**config.mk**
```make
export PLATFORM = sky130hd
export DESIGN_NAME = wd_fail_monitor_mc
export DESIGN_NICKNAME = d
export VERILOG_FILES = /design/src/rtl/wd_fail_monitor_mc.sv
export SDC_FILE = /design/constraint.sdc
export NUM_CORES = 1
export LEC_CHECK = 0
export BUFFER_PORTS_ARGS = -buffer_cell sky130_fd_sc_hd__buf_2
export CAP_MARGIN = 10
export CORE_UTILIZATION = 50
export CTS_CLUSTER_DIAMETER = 120
export DETAILED_ROUTE_END_ITERATION = 8
export GPL_ROUTABILITY_DRIVEN = 0
export PLACE_DENSITY_LB_ADDON = 0.2
export SYNTH_ARGS = -nofsm -noshare
export SYNTH_HDL_FRONTEND = slang
export SYNTH_SLANG_ARGS = --single-unit
```
**constraint.sdc**
```tcl
create_clock -name CLK -period 2.6 [get_ports CLK]
set_clock_uncertainty 0.2 [all_clocks]
set_input_delay 0.13 -clock CLK [delete_from_list [all_inputs] [get_ports CLK]]
set_output_delay 0.13 -clock CLK [all_outputs]
set_load 0.01 [all_outputs]
```
**src/rtl/wd_fail_monitor_mc.sv**
```systemverilog
// ---------------------------------------------------------------------------
// wd_fail_monitor_mc
//
// Multi-channel watchdog fail monitor. Each channel checks the SWSTAT/WDSRVC
// service protocol and enforces a service deadline after being armed. Faults
// are sticky, carry a 3-bit code and stay latched until cleared per channel.
//
// Ports:
//   CLK          single clock; every input is already synchronised to it
//   RST          synchronous, active-high reset
//   CHEN[NCH]    per-channel enable
//   SWSTAT[NCH]  per-channel software status level (falling edge arms)
//   WDSRVC[NCH]  per-channel service strobe (rising edge counts)
//   FWOVR        firmware override, rising edge faults every clean channel
//   FLCLR[NCH]   per-channel fault clear (level)
//   WDFAIL[NCH]  per-channel sticky fault flag
//   FLSTAT[3*NCH] per-channel fault code, channel i at [3i+2:3i]
//   WDFAIL_ANY   OR of all WDFAIL bits, registered with them
//
// Fault codes: 000 FWOVR, 001 service while SWSTAT low, 010 double service,
//              011 missed service, 100 timeout.
// ---------------------------------------------------------------------------
module wd_fail_monitor_mc #(
   parameter int NCH     = 4,
   parameter int TMO_W   = 16,
   parameter int TMO_CYC = 1000
) (
   input  logic             CLK,
   input  logic             RST,
   input  logic [NCH-1:0]   CHEN,
   input  logic [NCH-1:0]   SWSTAT,
   input  logic [NCH-1:0]   WDSRVC,
   input  logic             FWOVR,
   input  logic [NCH-1:0]   FLCLR,
   output logic [NCH-1:0]   WDFAIL,
   output logic [3*NCH-1:0] FLSTAT,
   output logic             WDFAIL_ANY
);

   typedef enum logic [2:0] {
      CODE_FWOVR    = 3'b000,
      CODE_SRVC_LOW = 3'b001,
      CODE_DOUBLE   = 3'b010,
      CODE_MISSED   = 3'b011,
      CODE_TIMEOUT  = 3'b100
   } fault_code_e;

   localparam logic [TMO_W-1:0] CNT_SAT  = TMO_W'(TMO_CYC);
   localparam logic [TMO_W-1:0] CNT_LAST = TMO_W'(TMO_CYC - 1);

   // Protocol state: LMT=1 means "serviced / not armed".
   logic [NCH-1:0]   lmt_q, lmt_d;
   logic [TMO_W-1:0] cnt_q [NCH];
   logic [TMO_W-1:0] cnt_d [NCH];

   // Previous input samples for edge detection.
   logic [NCH-1:0]   swstat_prev_q, swstat_prev_d;
   logic [NCH-1:0]   wdsrvc_prev_q, wdsrvc_prev_d;
   logic             fwovr_prev_q, fwovr_prev_d;

   // Registered outputs.
   logic [NCH-1:0]   wdfail_q, wdfail_d;
   logic [3*NCH-1:0] flstat_q, flstat_d;
   logic             wdfail_any_q, wdfail_any_d;

   // Per-cycle event decode.
   logic             fw_rise;
   logic [NCH-1:0]   sw_fall;
   logic [NCH-1:0]   sv_rise;
   logic [NCH-1:0]   fault_det;
   fault_code_e      fault_code [NCH];

   // Edge detection against the previous cycle's samples. The prev registers
   // keep tracking even for disabled channels so re-enabling cannot see a
   // stale edge.
   always_comb begin
      fw_rise       = FWOVR & ~fwovr_prev_q;
      sw_fall       = swstat_prev_q & ~SWSTAT;
      sv_rise       = WDSRVC & ~wdsrvc_prev_q;
      swstat_prev_d = SWSTAT;
      wdsrvc_prev_d = WDSRVC;
      fwovr_prev_d  = FWOVR;
   end

   // Fault detection with fixed priority FWOVR > 001 > 010 > 011 > 100.
   // FWOVR applies to disabled channels too; the protocol faults do not.
   // A service landing on the deadline cycle suppresses the timeout.
   always_comb begin
      for (int i = 0; i < NCH; i++) begin
         fault_det[i]  = 1'b0;
         fault_code[i] = CODE_FWOVR;
         if (fw_rise) begin
            fault_det[i]  = 1'b1;
            fault_code[i] = CODE_FWOVR;
         end else if (CHEN[i] && sv_rise[i] && !SWSTAT[i]) begin
            fault_det[i]  = 1'b1;
            fault_code[i] = CODE_SRVC_LOW;
         end else if (CHEN[i] && sv_rise[i] && SWSTAT[i] && lmt_q[i]) begin
            fault_det[i]  = 1'b1;
            fault_code[i] = CODE_DOUBLE;
         end else if (CHEN[i] && sw_fall[i] && !lmt_q[i]) begin
            fault_det[i]  = 1'b1;
            fault_code[i] = CODE_MISSED;
         end else if (CHEN[i] && !lmt_q[i] && (cnt_q[i] == CNT_LAST) && !sv_rise[i]) begin
            fault_det[i]  = 1'b1;
            fault_code[i] = CODE_TIMEOUT;
         end
      end
   end

   // Protocol tracking. The counter runs only while armed and saturates at
   // TMO_CYC so a timed-out channel reports once. A service seen while
   // SWSTAT is low leaves LMT alone, even if SWSTAT fell in the same cycle.
   always_comb begin
      lmt_d = lmt_q;
      for (int i = 0; i < NCH; i++) begin
         cnt_d[i] = cnt_q[i];
         if (!CHEN[i]) begin
            lmt_d[i] = 1'b1;
            cnt_d[i] = '0;
         end else begin
            if (!lmt_q[i] && (cnt_q[i] != CNT_SAT)) begin
               cnt_d[i] = cnt_q[i] + TMO_W'(1);
            end
            if (sv_rise[i]) begin
               if (SWSTAT[i] && !lmt_q[i]) begin
                  lmt_d[i] = 1'b1;
                  cnt_d[i] = '0;
               end
            end else if (sw_fall[i] && lmt_q[i]) begin
               lmt_d[i] = 1'b0;
               cnt_d[i] = '0;
            end
         end
      end
   end

   // Fault latching. Only the first fault sets the code; a clear in the same
   // cycle as a new fault loses, so the new code is latched.
   always_comb begin
      wdfail_d = wdfail_q;
      flstat_d = flstat_q;
      for (int i = 0; i < NCH; i++) begin
         if (FLCLR[i]) begin
            wdfail_d[i]        = 1'b0;
            flstat_d[3*i +: 3] = 3'b000;
         end
         if (fault_det[i] && (!wdfail_q[i] || FLCLR[i])) begin
            wdfail_d[i]        = 1'b1;
            flstat_d[3*i +: 3] = fault_code[i];
         end
      end
      wdfail_any_d = |wdfail_d;
   end

   // State registers. Reset preloads the prev registers so inputs already
   // high at release do not count as edges.
   always_ff @(posedge CLK) begin
      if (RST) begin
         lmt_q         <= '1;
         swstat_prev_q <= '0;
         wdsrvc_prev_q <= '1;
         fwovr_prev_q  <= 1'b1;
         wdfail_q      <= '0;
         flstat_q      <= '0;
         wdfail_any_q  <= 1'b0;
         for (int i = 0; i < NCH; i++) begin
            cnt_q[i] <= '0;
         end
      end else begin
         lmt_q         <= lmt_d;
         swstat_prev_q <= swstat_prev_d;
         wdsrvc_prev_q <= wdsrvc_prev_d;
         fwovr_prev_q  <= fwovr_prev_d;
         wdfail_q      <= wdfail_d;
         flstat_q      <= flstat_d;
         wdfail_any_q  <= wdfail_any_d;
         for (int i = 0; i < NCH; i++) begin
            cnt_q[i] <= cnt_d[i];
         end
      end
   end

   assign WDFAIL     = wdfail_q;
   assign FLSTAT     = flstat_q;
   assign WDFAIL_ANY = wdfail_any_q;

endmodule

```
==> results.yml <==
finish:
  diodes: 0
  final_layout_size_suffix_gt1_share_pct: 11.7
  area_growth_pct: 15.7
  regArea_sq_um: 1880
  fin_cells: 684
  fillers: 781
  multiInputGateArea_sq_um: 2340
  layout.nets: 601
hold_path:
  holdPathEnd: "swstat_prev_q[3]"
  worstHoldPathType: "input port to flop"
  min-delay-start: "RST"
  min_path_cells: 2
synth:
  synth_top_area_share_pct: 43.1
  ys.flop_type: "dfxtp_1"
  yosysWarnings: 0
  ys_ff_latch: 94
  synth-seq-area-share_pct: 43.1
  synthArstFlopShare_pct: 0
  syn_area_per_cell_sq_um: 8.44
  synth_cell_types: 51
  syn_area_sq_um: 4360
  synth_edf_count: 0
  synth_nets: 544
  synthTopCellsByArea: "dfxtp_1 43%, nor2_1 8.2%, xor2_1 8.0%, xnor2_1 3.6%, nand2_1 2.6%"
  syn_inst: 517
  synth.largest_area_cell: "dfxtp_1"
floorplan:
  die_w_microns: 95.4
  core-area_sq_um: 8340
  dieArea_sq_um: 9100
  rows: 33
  ios: 36
  chipHeight_microns: 95.4
  start_util_pct: 52.3
clocking:
  insertion_delay_ns: 0.36
  cts_setup_buffers: 0
  cts_tree: "built"
  cts_buffer_depth: 2
  clockRootBuffer: "clkbuf_8"
  cts-resized-gates: 0
  clk_pin_slew_ns: 0.09
  h-tree-depth: 3
  numCtsBuffers: 9
  cts_sinks: 94
sta:
  setup-violations-final: 0
  fmax_ghz: 0.401
  tightest_slew_ns: 0.828
  finalCriticalPeriod_ns: 2.49
  drv_slew: 0
  period_share_pct: 95.8
  timing.hold.ws_ns: 0.0277
  grt_setup_unrepaired: "false"
  final_hold_viol_count: 0
  setup_tns_ns: 0
  maxSlewHeadroom_pct: 44.3
pwr:
  power_switching_mw: 0.584
  p_sw_share_pct: 22.6
  p_leak_nw: 1.84
  internal_power_mw: 2.00
  p_per_area_nw_per_um2: 512
  vdd_drop_max_mv: 0.330
  pwr-share-seq_pct: 56.7
  power_frac_comb_pct: 6.0
  clock_power_share_pct: 37.3
critical_path:
  required_ns: 2.66
  ff2ff_setup_slack_ns: 0.11
  end_kind: "flop"
  critPathKind: "flop to flop"
  cp-start-kind: "flop"
  worstPathMaxFanout: 5
  worst_r2r_startpoint: "cnt_q[2][4]"
  timing.rr.end: "FLSTAT[7]"
  reg2regPathDepth: 5
  cp.arrival_ns: 2.55
drt:
  remaining_drc_errors: 0
  via_per_inst: 5.27
  detail-route-antenna-nets: 0
  wl_per_cell_microns: 12.8
  first_pass_iters: 4
  wl_microns: 8760
  vias: 3605
  drtIter0Drc: 88
global_route:
  overflow: 0
  grt_use_total_pct: 20.6
  grt_pass1_vias: 3273
  grt_pass1_wl_microns: 14800
  antenna_found_initial: 0
  grt_max_degree: 30
status:
  status: "completed"
job:
  maxCapViolCount: 0
placement:
  portBuffers: 35
  dp.cells: 650
  dp_hpwl_microns: 6290
[placed cells by master (no fill, tap or decap), drive strengths merged, types with 3 or more instances in the layout]
cell type | synthesis | final
and2 | 5 | 5
mux2i | 4 | 4
or4 | 4 | 4
xor2 | 40 | 40
nand2 | 30 | 30
or2 | 6 | 6
nand2b | 9 | 9
nand3 | 20 | 20
nand4 | 17 | 17
nand3b | 9 | 9
ha | 8 | 8
inv | 25 | 25
and4 | 3 | 3
clkbuf | 12 | 14
a31oi | 4 | 4
and3 | 5 | 5
nor3b | 6 | 6
dlygate4sd3 | 0 | 18
dfxtp | 94 | 94
nor2b | 16 | 16
o21ai | 20 | 20
nor2 | 95 | 95
nand4b | 3 | 3
buf | 0 | 40
nor3 | 6 | 6
nor4 | 10 | 10
xnor2 | 18 | 18
a21oi | 21 | 21
[per-stage QoR]
| stage | worst slack, ns | utilization [%] | instance area [sq um] | total power, mW |
|---|---|---|---|---|
| after global routing | 0.0219 | 60.5 | 5050 | 2.70 |
| after detailed placement | 0.108 | 55.9 | 4660 | 1.63 |
| after floorplan | 0.242 | - | 4360 | 1.58 |
| after CTS | 0.0965 | 60.5 | 5050 | 2.61 |
| after global placement | 0.164 | 55.9 | 4660 | 1.63 |
| final | 0.108 | 60.5 | 5050 | 2.58 |
[flip-flops by register name (all words and copies together), names as in the netlist]
signal,flops
wdsrvc_prev_q,4
WDFAIL,4
cnt_q,64
swstat_prev_q,4
fwovr_prev_q,1
lmt_q,4
FLSTAT,12
WDFAIL_ANY,1
[worst max path at each step]
stage | to | from | depth (start not counted)
after floorplan | FLSTAT[7] | cnt_q[2][4] | 5
after global placement | FLSTAT[6] | cnt_q[2][4] | 5
after detailed placement | FLSTAT[7] | cnt_q[2][4] | 5
after CTS | FLSTAT[7] | cnt_q[2][4] | 5
after global routing | FLSTAT[6] | cnt_q[2][4] | 5
final | FLSTAT[7] | cnt_q[2][4] | 5
[critical path, stage by stage (launching register included)]
cell	delay [ns]
dfxtp_1	0.34
or4_1	0.53
or4_4	0.57
nor4b_4	0.35
o21bai_1	0.14
a32o_1	0.26
[synth_stat cells (all sizes together), types with 10 or more instances]
master and instances:
nor2 95, nor2b 16, clkbuf 12, nand4 17, inv 25, a21oi 21
nor4 10, dfxtp 94, nand3 20, xnor2 18, xor2 40, nand2 30
o21ai 20
[cells by family (layout without fill, tap and decap cells)]
family | count (synthesis) | in the layout | synth area share [%]
xor+xnor | 58 | 58 | 11.6
simple gates | 250 | 250 | 29.5
mux | 4 | 4 | 0.918
flops | 94 | 94 | 43.1
buf+inv | 37 | 99 | 3.18
fa+ha+maj | 8 | 8 | 2.29
compound gates | 66 | 66 | 9.29
[power groups by stage]
| stage | logic [mW] | clock network (mW) | registers, mW |
|---|---|---|---|
| after floorplan | 0.0809 | 0 | 1.50 |
| final | 0.155 | 0.963 | 1.47 |
| after global routing | 0.172 | 1.06 | 1.47 |
| after detailed placement | 0.134 | 0 | 1.50 |
| after global placement | 0.132 | 0 | 1.50 |
| after CTS | 0.154 | 0.990 | 1.47 |
[layer usage]
metal	up-vias	part of all wire, %	GRT usage [%]
li1	1884	-	-
met1	1659	52	28.7
met2	55	43	31.8
met3	7	3.4	5.18
met4	0	0.99	5.10
met5	-	0	0
[layout make-up]
class                      count  area share, %
clock buffer                  14           3.82
clock inverter                 2          0.248
inverter                      25           1.86
multi-input combinational    386           46.4
sequential                    94           37.3
tap                          105           2.60
timing repair buffer          58           7.78
[timing repair]
item                                   in CTS  in global routing
setup endpoints to repair                   0                  0
endpoints found under the hold margin      24                  0
hold buffers                               18                  0
Power figures use the tool's default switching activity.
